==> config.mk <==
export PLATFORM = sky130hd
export DESIGN_NAME = ball_motion_fp
export DESIGN_NICKNAME = d
export VERILOG_FILES = /design/src/rtl/ball_motion_fp.sv
export SDC_FILE = /design/constraint.sdc
export NUM_CORES = 1
export LEC_CHECK = 0
export ABC_CLOCK_PERIOD_IN_PS = 5700
export BUFFER_PORTS_ARGS = -buffer_cell sky130_fd_sc_hd__buf_2
export CAP_MARGIN = 20
export CORE_ASPECT_RATIO = 1.2
export CORE_MARGIN = 3
export CORE_UTILIZATION = 25
export DETAILED_ROUTE_END_ITERATION = 7
export GPL_ROUTABILITY_DRIVEN = 0
export PLACE_DENSITY = 0.41
export SETUP_SLACK_MARGIN = 0.3
export SLEW_MARGIN = 10
export SYNTH_ARGS = -nofsm -noshare
export SYNTH_HDL_FRONTEND = slang
export SYNTH_SLANG_ARGS = --single-unit
==> constraint.sdc <==
create_clock -name clk -period 5.7 [get_ports clk]
set_input_delay 0.285 -clock clk [delete_from_list [all_inputs] [get_ports clk]]
set_output_delay 0.285 -clock clk [all_outputs]
set_load 0.1 [all_outputs]
==> src/rtl/ball_motion_fp.sv <==
// ball_motion_fp
// ---------------------------------------------------------------------------
// Fixed-point motion engine for one table ball. Once per frame the position
// is advanced by the signed velocity and friction pulls the speed towards
// zero without crossing it. On the following cycle the ball is clamped into
// the play area and reflected off any border it is moving out through.
// A contact with another ball delivers one velocity impulse per contact, and
// a load request teleports the ball to a new resting position.
//
// Ports
//   clk              system clock
//   reset            synchronous, active-high reset
//   startOfFrame     one-cycle pulse per frame (starts the S0 integrate step)
//   impulse_valid    level, contact with another ball is present
//   impulse_x_speed  signed X speed to adopt on contact
//   impulse_y_speed  signed Y speed to adopt on contact
//   load             one-cycle teleport request
//   load_x, load_y   signed new top-left position, pixels
//   topLeftX/Y       signed top-left position, pixels (floor of fixed point)
//   x_speed/y_speed  signed current speed, sub-pixels per frame
//   stopped          high while the ball is at rest
//   stop_pulse       one-cycle pulse when the ball comes to rest
// ---------------------------------------------------------------------------
module ball_motion_fp #(
    parameter int INITIAL_X       = 280,
    parameter int INITIAL_Y       = 185,
    parameter int INITIAL_X_SPEED = 0,
    parameter int INITIAL_Y_SPEED = 0,
    parameter int FRAC_BITS       = 7,
    parameter int POS_W           = 11,
    parameter int SPEED_W         = 11,
    parameter int FRICTION        = 2,
    parameter int MAX_SPEED       = 230,
    parameter int X_MIN           = 30,
    parameter int X_MAX           = 609,
    parameter int Y_MIN           = 30,
    parameter int Y_MAX           = 449,
    parameter int OBJ_W           = 32,
    parameter int OBJ_H           = 32
) (
    input  logic                      clk,
    input  logic                      reset,
    input  logic                      startOfFrame,
    input  logic                      impulse_valid,
    input  logic signed [SPEED_W-1:0] impulse_x_speed,
    input  logic signed [SPEED_W-1:0] impulse_y_speed,
    input  logic                      load,
    input  logic signed [POS_W-1:0]   load_x,
    input  logic signed [POS_W-1:0]   load_y,
    output logic signed [POS_W-1:0]   topLeftX,
    output logic signed [POS_W-1:0]   topLeftY,
    output logic signed [SPEED_W-1:0] x_speed,
    output logic signed [SPEED_W-1:0] y_speed,
    output logic                      stopped,
    output logic                      stop_pulse
);

    // Internal position: one guard bit above the pixel range so that the
    // integrate step can overshoot a border without wrapping before BOUND.
    localparam int PW   = POS_W + FRAC_BITS + 1;
    localparam int UNIT = 1 << FRAC_BITS;

    localparam logic signed [PW-1:0] X_LO   = PW'(X_MIN * UNIT);
    localparam logic signed [PW-1:0] X_HI   = PW'((X_MAX - OBJ_W + 1) * UNIT);
    localparam logic signed [PW-1:0] Y_LO   = PW'(Y_MIN * UNIT);
    localparam logic signed [PW-1:0] Y_HI   = PW'((Y_MAX - OBJ_H + 1) * UNIT);
    localparam logic signed [PW-1:0] X_INIT = PW'(INITIAL_X * UNIT);
    localparam logic signed [PW-1:0] Y_INIT = PW'(INITIAL_Y * UNIT);

    localparam logic signed [SPEED_W-1:0] VX_INIT = SPEED_W'(INITIAL_X_SPEED);
    localparam logic signed [SPEED_W-1:0] VY_INIT = SPEED_W'(INITIAL_Y_SPEED);

    // Two extra bits so that negating the most negative speed cannot wrap.
    localparam logic signed [SPEED_W+1:0] SAT_HI = (SPEED_W+2)'(MAX_SPEED);
    localparam logic signed [SPEED_W+1:0] SAT_LO = -SAT_HI;

    localparam logic signed [SPEED_W-1:0] FR_POS = SPEED_W'(FRICTION);
    localparam logic signed [SPEED_W-1:0] FR_NEG = -FR_POS;

    typedef enum logic {
        ST_STOPPED = 1'b0,
        ST_MOVING  = 1'b1
    } state_t;

    localparam state_t ST_INIT =
        (INITIAL_X_SPEED == 0 && INITIAL_Y_SPEED == 0) ? ST_STOPPED : ST_MOVING;

    // ------------------------------------------------------------------
    // Arithmetic helpers
    // ------------------------------------------------------------------
    function automatic logic signed [SPEED_W+1:0] widen(input logic signed [SPEED_W-1:0] v);
        return {{2{v[SPEED_W-1]}}, v};
    endfunction

    function automatic logic signed [SPEED_W-1:0] sat_speed(input logic signed [SPEED_W+1:0] v);
        if (v > SAT_HI) begin
            return SAT_HI[SPEED_W-1:0];
        end else if (v < SAT_LO) begin
            return SAT_LO[SPEED_W-1:0];
        end else begin
            return v[SPEED_W-1:0];
        end
    endfunction

    function automatic logic signed [SPEED_W-1:0] neg_sat(input logic signed [SPEED_W-1:0] v);
        return sat_speed(-widen(v));
    endfunction

    // Friction never carries the speed across zero: anything within one
    // friction step of zero lands exactly on zero.
    function automatic logic signed [SPEED_W-1:0] apply_friction(input logic signed [SPEED_W-1:0] v);
        if (v > FR_POS) begin
            return v - FR_POS;
        end else if (v < FR_NEG) begin
            return v - FR_NEG;
        end else begin
            return '0;
        end
    endfunction

    function automatic logic signed [PW-1:0] speed_to_pos(input logic signed [SPEED_W-1:0] v);
        return {{(PW-SPEED_W){v[SPEED_W-1]}}, v};
    endfunction

    function automatic logic signed [PW-1:0] px_to_pos(input logic signed [POS_W-1:0] p);
        return {p[POS_W-1], p, {FRAC_BITS{1'b0}}};
    endfunction

    // ------------------------------------------------------------------
    // State
    // ------------------------------------------------------------------
    logic signed [PW-1:0]      pos_x, pos_y;
    logic signed [SPEED_W-1:0] vel_x, vel_y;
    logic                      vld_p1;      // BOUND step pending this cycle
    logic                      armed;
    state_t                    state, state_nxt;

    logic signed [PW-1:0]      pos_x_p0, pos_y_p0, pos_x_nxt, pos_y_nxt;
    logic signed [SPEED_W-1:0] vel_x_p0, vel_y_p0, vel_x_nxt, vel_y_nxt;
    logic                      vld_nxt;

    logic                      accept;
    logic signed [SPEED_W-1:0] imp_x_sat, imp_y_sat;
    logic                      imp_nonzero;

    assign accept      = impulse_valid & armed;
    assign imp_x_sat   = sat_speed(widen(impulse_x_speed));
    assign imp_y_sat   = sat_speed(widen(impulse_y_speed));
    assign imp_nonzero = accept & ~load & ((imp_x_sat != '0) | (imp_y_sat != '0));

    // ------------------------------------------------------------------
    // Datapath: BOUND (stage 1) is resolved first, so that a frame start
    // landing in the BOUND cycle integrates from the clamped values.
    // ------------------------------------------------------------------
    always_comb begin
        pos_x_p0 = pos_x;
        pos_y_p0 = pos_y;
        vel_x_p0 = vel_x;
        vel_y_p0 = vel_y;

        if (vld_p1) begin
            if (pos_x < X_LO) begin
                pos_x_p0 = X_LO;
                if (vel_x[SPEED_W-1]) vel_x_p0 = neg_sat(vel_x);
            end else if (pos_x > X_HI) begin
                pos_x_p0 = X_HI;
                if (!vel_x[SPEED_W-1] && vel_x != '0) vel_x_p0 = neg_sat(vel_x);
            end

            if (pos_y < Y_LO) begin
                pos_y_p0 = Y_LO;
                if (vel_y[SPEED_W-1]) vel_y_p0 = neg_sat(vel_y);
            end else if (pos_y > Y_HI) begin
                pos_y_p0 = Y_HI;
                if (!vel_y[SPEED_W-1] && vel_y != '0) vel_y_p0 = neg_sat(vel_y);
            end
        end

        // ---- stage 0: integrate and apply friction ----
        pos_x_nxt = pos_x_p0;
        pos_y_nxt = pos_y_p0;
        vel_x_nxt = vel_x_p0;
        vel_y_nxt = vel_y_p0;
        vld_nxt   = startOfFrame;

        if (startOfFrame) begin
            pos_x_nxt = pos_x_p0 + speed_to_pos(vel_x_p0);
            pos_y_nxt = pos_y_p0 + speed_to_pos(vel_y_p0);
            vel_x_nxt = apply_friction(vel_x_p0);
            vel_y_nxt = apply_friction(vel_y_p0);
        end

        // An impulse replaces whatever speed reflection or friction produced.
        if (accept) begin
            vel_x_nxt = imp_x_sat;
            vel_y_nxt = imp_y_sat;
        end

        if (load) begin
            pos_x_nxt = px_to_pos(load_x);
            pos_y_nxt = px_to_pos(load_y);
            vel_x_nxt = '0;
            vel_y_nxt = '0;
            vld_nxt   = 1'b0;
        end
    end

    always_ff @(posedge clk) begin
        if (reset) begin
            pos_x  <= X_INIT;
            pos_y  <= Y_INIT;
            vel_x  <= VX_INIT;
            vel_y  <= VY_INIT;
            vld_p1 <= 1'b0;
            armed  <= 1'b1;
        end else begin
            pos_x  <= pos_x_nxt;
            pos_y  <= pos_y_nxt;
            vel_x  <= vel_x_nxt;
            vel_y  <= vel_y_nxt;
            vld_p1 <= vld_nxt;
            // Re-arm only once the contact has ended, so a held contact
            // delivers a single impulse.
            if (accept) begin
                armed <= 1'b0;
            end else if (!impulse_valid) begin
                armed <= 1'b1;
            end
        end
    end

    // ------------------------------------------------------------------
    // Motion FSM
    // ------------------------------------------------------------------
    always_ff @(posedge clk) begin
        if (reset) begin
            state      <= ST_INIT;
            stop_pulse <= 1'b0;
        end else begin
            state      <= state_nxt;
            stop_pulse <= (state == ST_MOVING) && (state_nxt == ST_STOPPED);
        end
    end

    always_comb begin
        state_nxt = state;
        case (state)
            ST_STOPPED: begin
                if (imp_nonzero) state_nxt = ST_MOVING;
            end
            ST_MOVING: begin
                // A fresh impulse arriving as the speeds hit zero keeps the
                // ball moving rather than reporting a stop.
                if (vel_x == '0 && vel_y == '0 && !imp_nonzero) state_nxt = ST_STOPPED;
            end
            default: state_nxt = ST_STOPPED;
        endcase
    end

    always_comb begin
        stopped = (state == ST_STOPPED);
    end

    assign topLeftX = pos_x[POS_W+FRAC_BITS-1:FRAC_BITS];
    assign topLeftY = pos_y[POS_W+FRAC_BITS-1:FRAC_BITS];
    assign x_speed  = vel_x;
    assign y_speed  = vel_y;

endmodule

Yosys cells after proc, flatten, opt, wreduce, memory -nomap -nowiden
Index checks and enable logic that the tools add are counted.

storage, ports and cells
  flip-flop bits (word level) = 64
  output and inout port bits = 46
  word-level logic and storage cells = 98

cells by class
  add/subtract/negate cells = 8
  magnitude comparators = 16
  equality and inequality tests = 1
  muxes and demuxes = 41
  bitwise gates (word level) = 7
  reduce and logical (&&, ||, !) cells = 15

operators with widths
  cell                   number
  $mux 11                26
  $mux 19                10
  $reduce_bool 11->1     4
  $add 19x11->19         2
  $lt 19x13->1 const B   2
  $gt 13x9->1 const B    2
  $lt 13x9->1 const B    2
  $neg 11->13            2
  $gt 11x3->1 const B    2
  $gt 11x9->1 const B    2
  $logic_not 11->1       2
  $lt 11x2->1 const B    2
  $lt 11x9->1 const B    2
  $sub 11x2->11 const B  2
  $sub 11x3->11 const B  2
  $gt 19x17->1 const B   1
  $gt 19x18->1 const B   1
  $logic_and 1x1->1      5
  $mux 1                 4
  $and 1x1->1            3
  $logic_not 1->1        3
  $not 1->1              3
  $ne 2x1->1 const B     1
  $pmux 1 s2             1
  other kinds (2)        2

Depth between registers and ports, before layout
Gate-level depths: netlist of the first run.

  word-level depth = 13
  mapped depth = 25
  mapped depth without buffers = 24

Least setup slack after synthesis of the first run
OpenSTA, ideal clock, no wires.

  path type = reg2reg
  start point = register vel_y[1], in the netlist y_speed[1]
  end point = register pos_y[15]
  setup time = 0.130 ns
  arrival time = 5.825 ns
  required time = 5.570 ns
  setup slack = -0.254 ns
  cell stages (with the launch flop) = 22
  buffers on the path = 2
  period minus slack after synthesis = 5.954 ns
  cell sequence = dfxtp_1 clkbuf_1 inv_1 ha_1 nor3b_2 a31oi_1 nand3b_1 or2_2 buf_2 and3_1 a2111oi_4 inv_1 ha_1 a21oi_1 o21ai_0 a2111oi_0 o31ai_1 o41a_1 a211o_1 or2_2 a311oi_1 nor3_1

between the ends
  cells in the longest elaborated chain, start to end = 11
  elaborated cells between the ends (all ways) = 15
  those cells by class = add/sub: 2; order compare: 2; mux: 9; reduce/logical: 2

ends and longest elaborated chain
  item                    line  text
  from (decl)             133   logic signed [SPEED_W-1:0] vel_x, vel_y;
  from (signal assigned)  220   vel_y <= vel_y_nxt;
  $neg 11->13             106   return sat_speed(-widen(v));
  $lt 13x9->1             98    end else if (v < SAT_LO) begin
  $mux 11                 98
  $mux 11                 96    if (v > SAT_HI) begin
  $mux 11                 175   if (!vel_y[SPEED_W-1] && vel_y != '0) vel_y_p0 = neg_sat(vel_y);
  $mux 11                 173   end else if (pos_y > Y_HI) begin
  $mux 11                 170   if (pos_y < Y_LO) begin
  $mux 11 *               161   if (vld_p1) begin
  $add 19x11->19 *        188   pos_y_nxt = pos_y_p0 + speed_to_pos(vel_y_p0);
  $mux 19 *               186   if (startOfFrame) begin
  $mux 19 *               199   if (load) begin
  to (signal assigned)    218   pos_y <= pos_y_nxt;
  to (decl)               132   logic signed [PW-1:0] pos_x, pos_y;

Every way passes the cells marked *; elsewhere a longest branch is shown, timed or not.
A chain may end at the register's enable or synchronous reset.

Final worst setup path of the first run
  start point = register vel_y[0], in the netlist y_speed[0]
  end point = register pos_y[15]

Same word-level chain as after synthesis.

==> qor.csv, run 1 <==
stage;metric;value;unit
place;DP HPWL;23.8;mm
timing;post-route clock period utilization;0.898;
floorplanning;IO Pins;95;
timing;fmax;195;MHz
clock_tree;Sinks on Clock Net;64;
synth;Seq/Total Area, Yosys;0.162;
grt;initial antenna violation count;1;
timing;final setup fails;0;
clock_tree;htree depth;3;
final_layout;fillers;3405;
final_layout;Area Growth Syn to Fin;20.1;%
synth;Post-Syn Nets;1199;
floorplanning;die boundary height;201;µm
timing;Fin. Hold Viols;0;
synth;top_reg_cell synth;dfxtp_1;
synth;Synth Warn #;0;
worst_setup_path;Critical Path End Type;flip-flop;
grt;first-pass GRT wire length;49.0;mm
detailed_routing;via count;8882;
detailed_routing;DRT Pass-1 Iters;5;
worst_setup_path;CP startpoint kind;flip-flop;
floorplanning;Rows;70;
final_layout;layout cells sized above 1;0.220;
power_and_ir_drop;Pleak;4.00;nW
timing;fin. max-slew vios;0;
final_layout;area of the multi-input gates;6150;µm²
final_layout;register area;1300;µm²
clock_tree;CTS max path bufs;2;
grt;vias in the first global route;8471;
final_layout;non-filler instance count after layout;1595;
grt;largest net degree at the start of global routing;54;
place;PortBufs;94;
synth;synthesized flop and latch total;64;
synth;Post-Synthesis Cell Area;7890;µm²
worst_setup_path;critical path's most frequent cell;nor3_1;
clock_tree;Skew-Pair Late Insertion Delay;0.34;ns
floorplanning;Die W;168;µm
floorplanning;die area;33800;µm²
detailed_routing;# DRC;0;
synth;Netlist cell types;98;
worst_setup_path;Worst Path Buf+Inv;3;
clock_tree;Clock transition at path regs;0.06;ns
timing;final hold slack;0.133;ns
place;placed insts;1563;
synth;cells after synthesis;1100;
clock_tree;cts bufs inserted;9;
worst_setup_path;crit path kind;flip-flop to flip-flop;
worst_setup_path;CP max-delay cell;a2111oi_2;
final_layout;Layout Nets;1293;
detailed_routing;drt via density;5.57;
worst_setup_path;delay-heaviest family, CP;compound AO/OA/AOI/OAI gates;
worst_setup_path;crit-path cells;clkinvlp_4, ha_4, nor3b_2, buf_4, and3_1, a2111oi_4, a21o_4, nor3_1, o311a_4, inv_1, ha_1, a21o_1, a21oi_2, o21ai_1, a2111oi_2, o31ai_2, o41a_1, a211o_1, or2_2, a311oi_1, nor3_1;
synth;number of synthesized flops with an enable pin;0;
floorplanning;Initial Utilization;0.256;
clock_tree;CTS tree;yes;
clock_tree;clock root buffer;clkbuf_16;
grt;GRT Overall Usage;0.178;
detailed_routing;WL per Instance;19.6;µm
timing;Slew headroom;0.408;
grt;total grt overflow;0;
timing;Slew @ Worst Pin;0.882;ns
power_and_ir_drop;total power draw;2.42;mW
detailed_routing;DR iter-0 viols;689;
timing;Final min period;5.12;ns
timing;setup tns final;0;ns
timing;unrepaired setup endpoints after global routing;true;
detailed_routing;antenna viol nets, final;0;
timing;Worst Clk Skew;0.00627;ns
worst_setup_path;CP peak stage delay;0.41;ns
min_path;Worst Hold Class;input pin to flip-flop;
worst_setup_path;CP Data Required Time;5.90;ns
detailed_routing;drt total wl;31.2;mm
synth;Post-synth ARST share;0;
run_status;status;completed;
synth;Avg Cell Area, Syn;7.18;µm²
power_and_ir_drop;worst vdd ir;0.000106;V
floorplanning;Core Area;30800;µm²
power_and_ir_drop;pwr dens;256;nW/µm²
worst_setup_path;Max Fanout on Critical Path;8;
job;MaxCap Viol Count;0;
final_layout;diode count;0;
worst_setup_path;Arrival @ worst endpoint;5.32;ns
[layout by cell type (no fill, tap or decap), types with 9 or more instances in the layout]
master     count
clkbuf_16      9
xnor2_1       21
nor3_1        44
o22ai_1       14
dfxtp_1       56
mux2i_1       10
a221oi_1      11
or2_2         12
nor2b_1       18
a211o_1       11
and2_1        16
or3_1         13
a211oi_1      10
o211ai_1      15
nand3_1       36
o21bai_1      11
nand2_1       78
nor4_1        23
o21ai_0       53
inv_1         59
nor2_1        94
and3_1        33
buf_4         70
nor3b_1        9
buf_2         94
nand2b_1       9
ha_1          45
o21ai_1        9
nand4_1       12
a21oi_1       82
a31oi_1       14
[flip-flops by register name (all words and copies together), names as in the netlist]
signal,flops
stop_pulse,1
vld_p1,1
armed,1
pos_x,19
x_speed,11
state,1
y_speed,11
pos_y,19
[path summary, 6_finish.rpt]
check                             start               endpoint  slack, ns  depth (start not counted)
setup / recovery  y_speed[0]$_SDFF_PP0_   pos_y[15]$_SDFF_PP0_       0.58                         21
hold / removal            impulse_valid     armed$_SDFFE_PP1P_       0.13                          2
setup reg to reg  y_speed[0]$_SDFF_PP0_   pos_y[15]$_SDFF_PP0_       0.58                         21
hold reg to reg        state$_SDFF_PP0_  stop_pulse$_SDFF_PP0_       0.50                          2
[repair_timing]
item,CTS,global route
hold buffers,0,0
gates resized for setup,10,33
pin swaps,1,15
setup buffers,0,16
hold endpoints to repair,0,0
setup endpoints to repair,7,15
[stage by stage]
step	utilization	instance area [µm²]	setup WS, ns
finish	0.307	9480	0.581
floorplan	-	7910	0.305
detailed placement	0.288	8870	0.0209
CTS	0.299	9210	0.254
global placement	0.288	8870	0.102
global route	0.307	9480	0.256
[logic make-up after synthesis]
family	count (synthesis)	synth area share
AOI/OAI and AO/OA	362	0.330
xor gates and xnor gates	25	0.0277
adders and majority gates	50	0.0812
buffers and inverters	143	0.0812
DFF	64	0.162
muxes	13	0.0170
and+or+nand+nor	443	0.301
[per-layer routing]
layer  vias to the layer above  routed length, µm  global-route usage
li1                       4345                  -                   -
met1                      4192              15100               0.253
met2                       283              13800               0.282
met3                        60               1440              0.0227
met4                         2                852              0.0523
met5                         -                 13                   0
[Yosys cell counts, types with 12 or more instances]
master    instances  area, µm²
or3_1            13       81.3
nand2_1          79        297
nor2_1           96        360
buf_4            22        165
a31oi_1          15       93.8
clkbuf_1         44        165
nor2b_1          18        113
o211ai_1         15        113
or2_2            13       81.3
nor3_1           46        230
a21oi_1          86        430
nand3_1          36        180
o22ai_1          14       87.6
and2_1           16        100
nor4_1           23        144
and3_1           33        206
xnor2_1          21        184
dfxtp_1          64       1280
nand4_1          12       75.1
inv_1            60        225
ha_1             48        601
o21ai_0          58        290
[power by group]
group,total (mW),internal [mW],switching [mW]
logic,1.31,0.461,0.847
clock network,0.579,0.350,0.229
registers,0.536,0.479,0.0566
total,2.42,1.29,1.13
[final cells by class]
class / count / share of cell area
Multi-Input combinational cell: 893 / 0.649
Sequential cell: 64 / 0.137
Timing Repair Buffer: 164 / 0.105
Tap cell: 396 / 0.0523
Clock buffer: 11 / 0.0256
Inverter: 62 / 0.0250
Clock inverter: 5 / 0.00594
(Power assumes the default switching activity.)
==> inputs of run 2 (changes only) <==
--- a/config.mk
+++ b/config.mk
@@ -8,12 +8,12 @@
 export ABC_CLOCK_PERIOD_IN_PS = 5700
 export BUFFER_PORTS_ARGS = -buffer_cell sky130_fd_sc_hd__buf_2
 export CAP_MARGIN = 20
-export CORE_ASPECT_RATIO = 1.2
-export CORE_MARGIN = 3
-export CORE_UTILIZATION = 25
+export CORE_ASPECT_RATIO = 0.7
+export CORE_MARGIN = 1
+export CORE_UTILIZATION = 61
 export DETAILED_ROUTE_END_ITERATION = 7
 export GPL_ROUTABILITY_DRIVEN = 0
-export PLACE_DENSITY = 0.41
+export PLACE_DENSITY = 0.83
 export SETUP_SLACK_MARGIN = 0.3
 export SLEW_MARGIN = 10
 export SYNTH_ARGS = -nofsm -noshare
==> qor.csv, run 2 (synthesis results as in run 1) <==
stage;metric;value;unit;change
worst_setup_path;crit path kind;flip-flop to flip-flop;;unchanged
place;DP HPWL;18.5;mm;was 23.8 mm
timing;fmax;187;MHz;was 195 MHz
clock_tree;Hold Buf Count CTS;0;;unchanged
timing;Slew @ Worst Pin;1.10;ns;was 0.882 ns
final_layout;most common cell after layout, fill and taps aside;buf_2;;
power_and_ir_drop;worst vdd ir;0.000191;V;was 0.000106 V
timing;Slew headroom;0.248;;was 0.408
place;dpl ws;-0.118;ns;was 0.0209 ns
grt;first-pass GRT wire length;41.0;mm;was 49.0 mm
worst_setup_path;crit-path cells;or4_1, o21ai_2, a222oi_1, buf_4, a21o_4, nor3b_4, nor3_1, nor2_2, ha_2, inv_1, fa_1, nor2b_2, o21ai_1, a21oi_2, o21ai_1, a211o_1, o211ai_1, o211ai_1, a31oi_1, xnor2_1, a21oi_1, a211o_1;;was clkinvlp_4, ha_4, nor3b_2, buf_4, and3_1, a2111oi_4, a21o_4, nor3_1, o311a_4, inv_1, ha_1, a21o_1, a21oi_2, o21ai_1, a2111oi_2, o31ai_2, o41a_1, a211o_1, or2_2, a311oi_1, nor3_1
place;placed insts;1302;;was 1563
clock_tree;CTS max path bufs;2;;unchanged
min_path;Worst Hold Class;input pin to flip-flop;;unchanged
timing;Worst Clk Skew;0.00820;ns;was 0.00627 ns
final_layout;most frequent cells in the layout;buf_2 (94), nor2_1 (93), a21oi_1 (81);;was nor2_1 (94), buf_2 (94), a21oi_1 (82)
worst_setup_path;Arrival @ worst endpoint;5.59;ns;was 5.32 ns
detailed_routing;# DRC;0;;unchanged
detailed_routing;drt total wl;26.1;mm;was 31.2 mm
floorplanning;Core Area;12500;µm²;was 30800 µm²
clock_tree;Clock transition at path regs;0.06;ns;about the same
floorplanning;Die W;138;µm;was 168 µm
floorplanning;die boundary height;97.2;µm;was 201 µm
power_and_ir_drop;pwr dens;269;nW/µm²;was 256 nW/µm²
detailed_routing;DRT Pass-1 Iters;6;;was 5
worst_setup_path;Max Fanout on Critical Path;15;;was 8
grt;initial antenna violation count;0;;was 1
floorplanning;Rows;34;;was 70
timing;unrepaired setup endpoints after global routing;true;;unchanged
detailed_routing;drt via density;6.93;;was 5.57
final_layout;non-filler instance count after layout;1335;;was 1595
clock_tree;CTS tree;yes;;unchanged
timing;final setup margin;0.343;ns;was 0.581 ns
detailed_routing;DR iter-0 viols;1398;;was 689
run_status;status;completed;;unchanged
grt;largest net degree at the start of global routing;55;;was 54
final_layout;layout cells sized above 1;0.211;;was 0.220
grt;GRT Overall Usage;0.382;;was 0.178
place;PortBufs;94;;unchanged
timing;Fin. Hold Viols;0;;unchanged
clock_tree;Sinks on Clock Net;64;;unchanged
final_layout;Regs by FF count;pos_x: 19 flops, pos_y: 19 flops;;unchanged
timing;fin. max-slew vios;0;;unchanged
detailed_routing;WL per Instance;19.5;µm;was 19.6 µm
worst_setup_path;CP startpoint kind;flip-flop;;unchanged
timing;post-route clock period utilization;0.940;;was 0.898
grt;vias in the first global route;7948;;was 8471
worst_setup_path;CP Data Required Time;5.94;ns;was 5.90 ns
clock_tree;clock root buffer;clkbuf_16;;unchanged
worst_setup_path;CP peak stage delay;0.67;ns;was 0.41 ns
floorplanning;die area;13400;µm²;was 33800 µm²
final_layout;diode count;0;;unchanged
timing;Final min period;5.36;ns;was 5.12 ns
job;MaxCap Viol Count;0;;unchanged
power_and_ir_drop;total power draw;2.43;mW;was 2.42 mW
final_layout;fillers;1007;;was 3405
timing;final setup fails;0;;unchanged
final_layout;Layout Nets;1267;;was 1293
clock_tree;Skew-Pair Late Insertion Delay;0.34;ns;about the same
worst_setup_path;Critical Path End Type;flip-flop;;unchanged
worst_setup_path;CP max-delay cell;or4_1;;was a2111oi_2
detailed_routing;via count;9256;;was 8882
grt;total grt overflow;0;;unchanged
timing;final hold slack;0.148;ns;was 0.133 ns
power_and_ir_drop;Pleak;3.90;nW;was 4.00 nW
floorplanning;IO Pins;95;;unchanged
clock_tree;htree depth;3;;unchanged
floorplanning;Initial Utilization;0.631;;was 0.256
clock_tree;cts bufs inserted;9;;unchanged
final_layout;Area Growth Syn to Fin;14.5;%;was 20.1%
detailed_routing;antenna viol nets, final;0;;unchanged
-- run 2: cell count changes in the layout (fill, tap and decap cells not counted), sizes merged --
cell / change
clkbuf: +1
inv: +1
clkinv: -2
buf: -26
-- run 2: path summary, 6_finish.rpt --
path | start | to | slack [ns] | depth (start not counted)
setup / recovery | y_speed[2]$_SDFF_PP0_ | pos_y[18]$_SDFF_PP0_ | 0.34 | 22
hold / removal | load_y[0] | pos_y[7]$_SDFF_PP1_ | 0.15 | 2
setup reg to reg | y_speed[2]$_SDFF_PP0_ | pos_y[18]$_SDFF_PP0_ | 0.34 | 22
hold reg to reg | state$_SDFF_PP0_ | stop_pulse$_SDFF_PP0_ | 0.58 | 2
-- run 2: timing repair --
action                                  4_1_cts  5_1_grt
pin swaps                                     1       21
setup buffers                                 1       16
gates resized for setup                      11       44
endpoints found under the setup margin        6       18
-- run 2: routing by layer --
layer / share of wire / global-route usage / vias to the layer above / routed length (µm)
li1: - / - / 4267 / -
met1: 0.45 / 0.597 / 4258 / 11700
met2: 0.40 / 0.505 / 678 / 10300
met3: 0.14 / 0.102 / 53 / 3670
met4: 0.014 / 0.0828 / 0 / 372
met5: 0 / 0 / - / 0
-- run 2: worst max-delay path, delay by kind of cell (launching register included) --
kind	cells	cell delay, ns
buffers and inverters	2	0.21
xor gates and xnor gates	1	0.18
adders and majority gates	2	0.66
AOI/OAI and AO/OA	12	2.39
DFF	1	0.42
and+or+nand+nor	5	1.39
-- run 2: power breakdown --
group,switching [mW],internal (mW),leakage (nW)
registers,0.0630,0.480,0.529
logic,0.841,0.452,3.22
clock network,0.221,0.377,0.150
total,1.12,1.31,3.90
-- run 2: area by class of cell --
| class | count | area [µm²] | share of cell area |
|---|---|---|---|
| flip-flops and latches | 64 | 1300 | 0.144 |
| multi-input cells | 893 | 6190 | 0.685 |
| inverters | 62 | 233 | 0.0257 |
| clock inverters | 4 | 50.0 | 0.00554 |
| repair buffers | 138 | 801 | 0.0886 |
| well taps | 162 | 203 | 0.0224 |
| clock buffers | 12 | 268 | 0.0296 |
-- run 2: stage by stage --
| stage | TNS [ns] | area, µm² | util |
|---|---|---|---|
| after global routing | 0 | 9040 | 0.723 |
| final | 0 | 9040 | 0.723 |
| after CTS | 0 | 8750 | 0.699 |
| after global placement | 0 | 8380 | 0.670 |
| after detailed placement | -0.118 | 8380 | 0.670 |
| after floorplan | 0 | 7910 | - |
==> inputs of run 3 (changes only) <==
--- a/config.mk
+++ b/config.mk
@@ -5,11 +5,11 @@
 export SDC_FILE = /design/constraint.sdc
 export NUM_CORES = 1
 export LEC_CHECK = 0
-export ABC_CLOCK_PERIOD_IN_PS = 5700
+export ABC_AREA = 1
+export ABC_CLOCK_PERIOD_IN_PS = 5800
 export BUFFER_PORTS_ARGS = -buffer_cell sky130_fd_sc_hd__buf_2
 export CAP_MARGIN = 20
 export CORE_ASPECT_RATIO = 0.7
-export CORE_MARGIN = 1
 export CORE_UTILIZATION = 61
 export DETAILED_ROUTE_END_ITERATION = 7
 export GPL_ROUTABILITY_DRIVEN = 0
==> constraint.sdc (replaced) <==
create_clock -name clk -period 5.8 [get_ports clk]
set_input_delay 0.29 -clock clk [delete_from_list [all_inputs] [get_ports clk]]
set_output_delay 0.29 -clock clk [all_outputs]
set_load 0.1 [all_outputs]
==> qor.csv, run 3 <==
stage;metric;value;unit;change
final_layout;Layout Nets;1590;;was 1267
timing;Fin. Hold Viols;0;;unchanged
worst_setup_path;CP peak stage delay;0.50;ns;was 0.67 ns
worst_setup_path;CP max-delay cell;dfxtp_1;;was or4_1
grt;vias in the first global route;8618;;was 7948
clock_tree;CTS max path bufs;2;;unchanged
place;PortBufs;94;;unchanged
worst_setup_path;Critical Path End Type;flip-flop;;unchanged
synth;Synth area leader;nand2_1;;was dfxtp_1
floorplanning;die area;14200;µm²;was 13400 µm²
floorplanning;Initial Utilization;0.631;;about the same
timing;unrepaired setup endpoints after global routing;false;;was true
synth;Post-Syn Nets;1535;;was 1199
floorplanning;die boundary height;100;µm;was 97.2 µm
synth;post-synth top area share;0.171;;was 0.162
synth;Post-Synthesis Cell Area;8370;µm²;was 7890 µm²
synth;synthesized flop and latch total;64;;unchanged
place;DP HPWL;20.9;mm;was 18.5 mm
synth;Seq/Total Area, Yosys;0.153;;was 0.162
detailed_routing;# DRC;0;;unchanged
final_layout;layout cells sized above 1;0.153;;was 0.211
final_layout;final instance area;9080;µm²;was 9040 µm²
clock_tree;Sinks on Clock Net;64;;unchanged
run_status;status;completed;;unchanged
synth;number of synthesized flops with an enable pin;0;;unchanged
clock_tree;setup repair bufs after CTS;0;;was 1
detailed_routing;metal3 WL;3.90;mm;was 3.67 mm
detailed_routing;drt total wl;27.3;mm;was 26.1 mm
synth;Netlist cell types;51;;was 98
clock_tree;Clock transition at path regs;0.06;ns;about the same
synth;largest cells by area after synthesis;nand2_1 (17%), dfxtp_1 (15%), a21oi_1 (7.7%);;was dfxtp_1 (16%), ha_1 (7.6%), a21oi_1 (5.5%)
timing;Worst Clk Skew;0.0140;ns;was 0.00820 ns
synth;Post-synth top cells;nand2_1 (381), inv_1 (148), nor2_1 (140);;was nor2_1 (96), a21oi_1 (86), nand2_1 (79)
synth;top_reg_cell synth;dfxtp_1;;unchanged
floorplanning;Core Area;13300;µm²;was 12500 µm²
detailed_routing;Met2 Wirelength;10.8;mm;was 10.3 mm
power_and_ir_drop;pwr dens;247;nW/µm²;was 269 nW/µm²
grt;largest net degree at the start of global routing;53;;was 55
clock_tree;CTS tree;yes;;unchanged
timing;fin. max-slew vios;0;;unchanged
job;MaxCap Viol Count;0;;unchanged
clock_tree;PostCTS Resize Cnt;0;;was 11
grt;initial antenna violation count;0;;unchanged
timing;Slew headroom;0.300;;was 0.248
clock_tree;cts bufs inserted;9;;unchanged
power_and_ir_drop;worst vdd ir;0.000181;V;was 0.000191 V
worst_setup_path;critical path's most frequent cell;nand2_1;;
worst_setup_path;Arrival @ worst endpoint;4.99;ns;was 5.59 ns
clock_tree;Hold Buf Count CTS;0;;unchanged
synth;Avg Cell Area, Syn;5.83;µm²;was 7.18 µm²
detailed_routing;antenna viol nets, final;0;;unchanged
timing;post-route clock period utilization;0.820;;was 0.940
detailed_routing;drt via density;5.90;;was 6.93
place;placed insts;1665;;was 1302
clock_tree;clock root buffer;clkbuf_16;;unchanged
timing;Slew @ Worst Pin;1.05;ns;was 1.10 ns
synth;Post-synth ARST share;0;;unchanged
detailed_routing;via count;9919;;was 9256
synth;most frequent cell after synthesis;nand2_1;;was nor2_1
floorplanning;IO Pins;95;;unchanged
grt;total grt overflow;0;;unchanged
worst_setup_path;crit path kind;flip-flop to flip-flop;;unchanged
detailed_routing;max layer used;met4;;unchanged
final_layout;most frequent cells in the layout;nand2_1 (381), inv_1 (148), nor2_1 (140);;was buf_2 (94), nor2_1 (93), a21oi_1 (81)
detailed_routing;WL per Instance;16.2;µm;was 19.5 µm
min_path;Worst Hold Class;input pin to flip-flop;;unchanged
worst_setup_path;CP startpoint kind;flip-flop;;unchanged
timing;Final min period;4.76;ns;was 5.36 ns
power_and_ir_drop;total power draw;2.24;mW;was 2.43 mW
grt;GRT Overall Usage;0.386;;was 0.382
floorplanning;Die W;142;µm;was 138 µm
final_layout;non-filler instance count after layout;1681;;was 1335
place;Placement Cell Area;8790;µm²;was 8380 µm²
grt;first-pass GRT wire length;43.1;mm;was 41.0 mm
final_layout;Regs by FF count;pos_x: 19 flops, pos_y: 19 flops;;unchanged
final_layout;fin util;0.685;;was 0.723
timing;setup tns final;0;ns;unchanged
worst_setup_path;CP Data Required Time;6.03;ns;was 5.94 ns
clock_tree;Skew-Pair Late Insertion Delay;0.35;ns;was 0.34 ns
timing;fmax;210;MHz;was 187 MHz
detailed_routing;DR iter-0 viols;1295;;was 1398
clock_tree;htree depth;3;;unchanged
detailed_routing;DRT met1 WL;12.1;mm;was 11.7 mm
final_layout;diode count;0;;unchanged
final_layout;most common cell after layout, fill and taps aside;nand2_1;;was buf_2
detailed_routing;DRT Pass-1 Iters;8;;was 6
power_and_ir_drop;Pleak;4.60;nW;was 3.90 nW
synth;cells after synthesis;1436;;was 1100
synth;Synth Warn #;0;;unchanged
final_layout;Area Growth Syn to Fin;8.54;%;was 14.5%
floorplanning;Rows;35;;was 34
worst_setup_path;Max Fanout on Critical Path;11;;was 15
timing;final setup fails;0;;unchanged
-- run 3: final timing paths --
| path | from | endpoint | slack [ns] | cells after the start |
|---|---|---|---|---|
| hold reg to reg | pos_y[4]$_SDFF_PP0_ | pos_y[4]$_SDFF_PP0_ | 0.50 | 2 |
| setup reg to reg | y_speed[0]$_SDFF_PP0_ | pos_y[15]$_SDFF_PP0_ | 1.04 | 27 |
| setup / recovery | y_speed[0]$_SDFF_PP0_ | pos_y[15]$_SDFF_PP0_ | 1.04 | 27 |
| hold / removal | impulse_valid | armed$_SDFFE_PP1P_ | 0.11 | 2 |
-- run 3: critical path: cells and delay by family (launching register included) --
family | cells | cell delay (ns)
compound gates | 6 | 0.97
fa+ha+maj | 2 | 0.45
flops | 1 | 0.50
simple gates | 14 | 1.95
buf+inv | 5 | 0.76
-- run 3: through the flow --
step | hold WS (ns) | worst slack [ns]
final | 0.112 | 1.04
after global placement | 0.473 | 1.33
after floorplan | 0.359 | 1.31
after detailed placement | 0.476 | 1.23
after CTS | 0.115 | 1.20
after global routing | 0.139 | 0.700
-- run 3: power by group --
group / leakage (nW) / internal, mW / switching [mW]
Combinational: 3.93 / 0.320 / 0.838
Clock: 0.141 / 0.333 / 0.234
Sequential: 0.526 / 0.470 / 0.0481
Total: 4.60 / 1.12 / 1.12
-- run 3: cell families after synthesis --
logic type | Yosys count | share of synthesized area
AND/OR/NAND/NOR | 773 | 0.425
AO/OA/AOI/OAI | 287 | 0.194
flip-flops | 64 | 0.153
buffers and inverters | 229 | 0.117
XOR/XNOR | 33 | 0.0345
adder cells (fa/ha/maj) | 50 | 0.0765
-- run 3: routing by layer --
metal / GRT usage / up-vias
met5: 0 / -
met4: 0.118 / 0
met3: 0.0859 / 49
met2: 0.557 / 700
met1: 0.563 / 4338
li1: - / 4832
-- run 3: layout make-up --
type	count	area [µm²]
sequential	64	1280
inverter	174	653
tap	185	231
multi-input combinational	1143	6110
fill	1235	4180
clock buffer	9	225
clock inverter	7	72.6
timing repair buffer	99	508
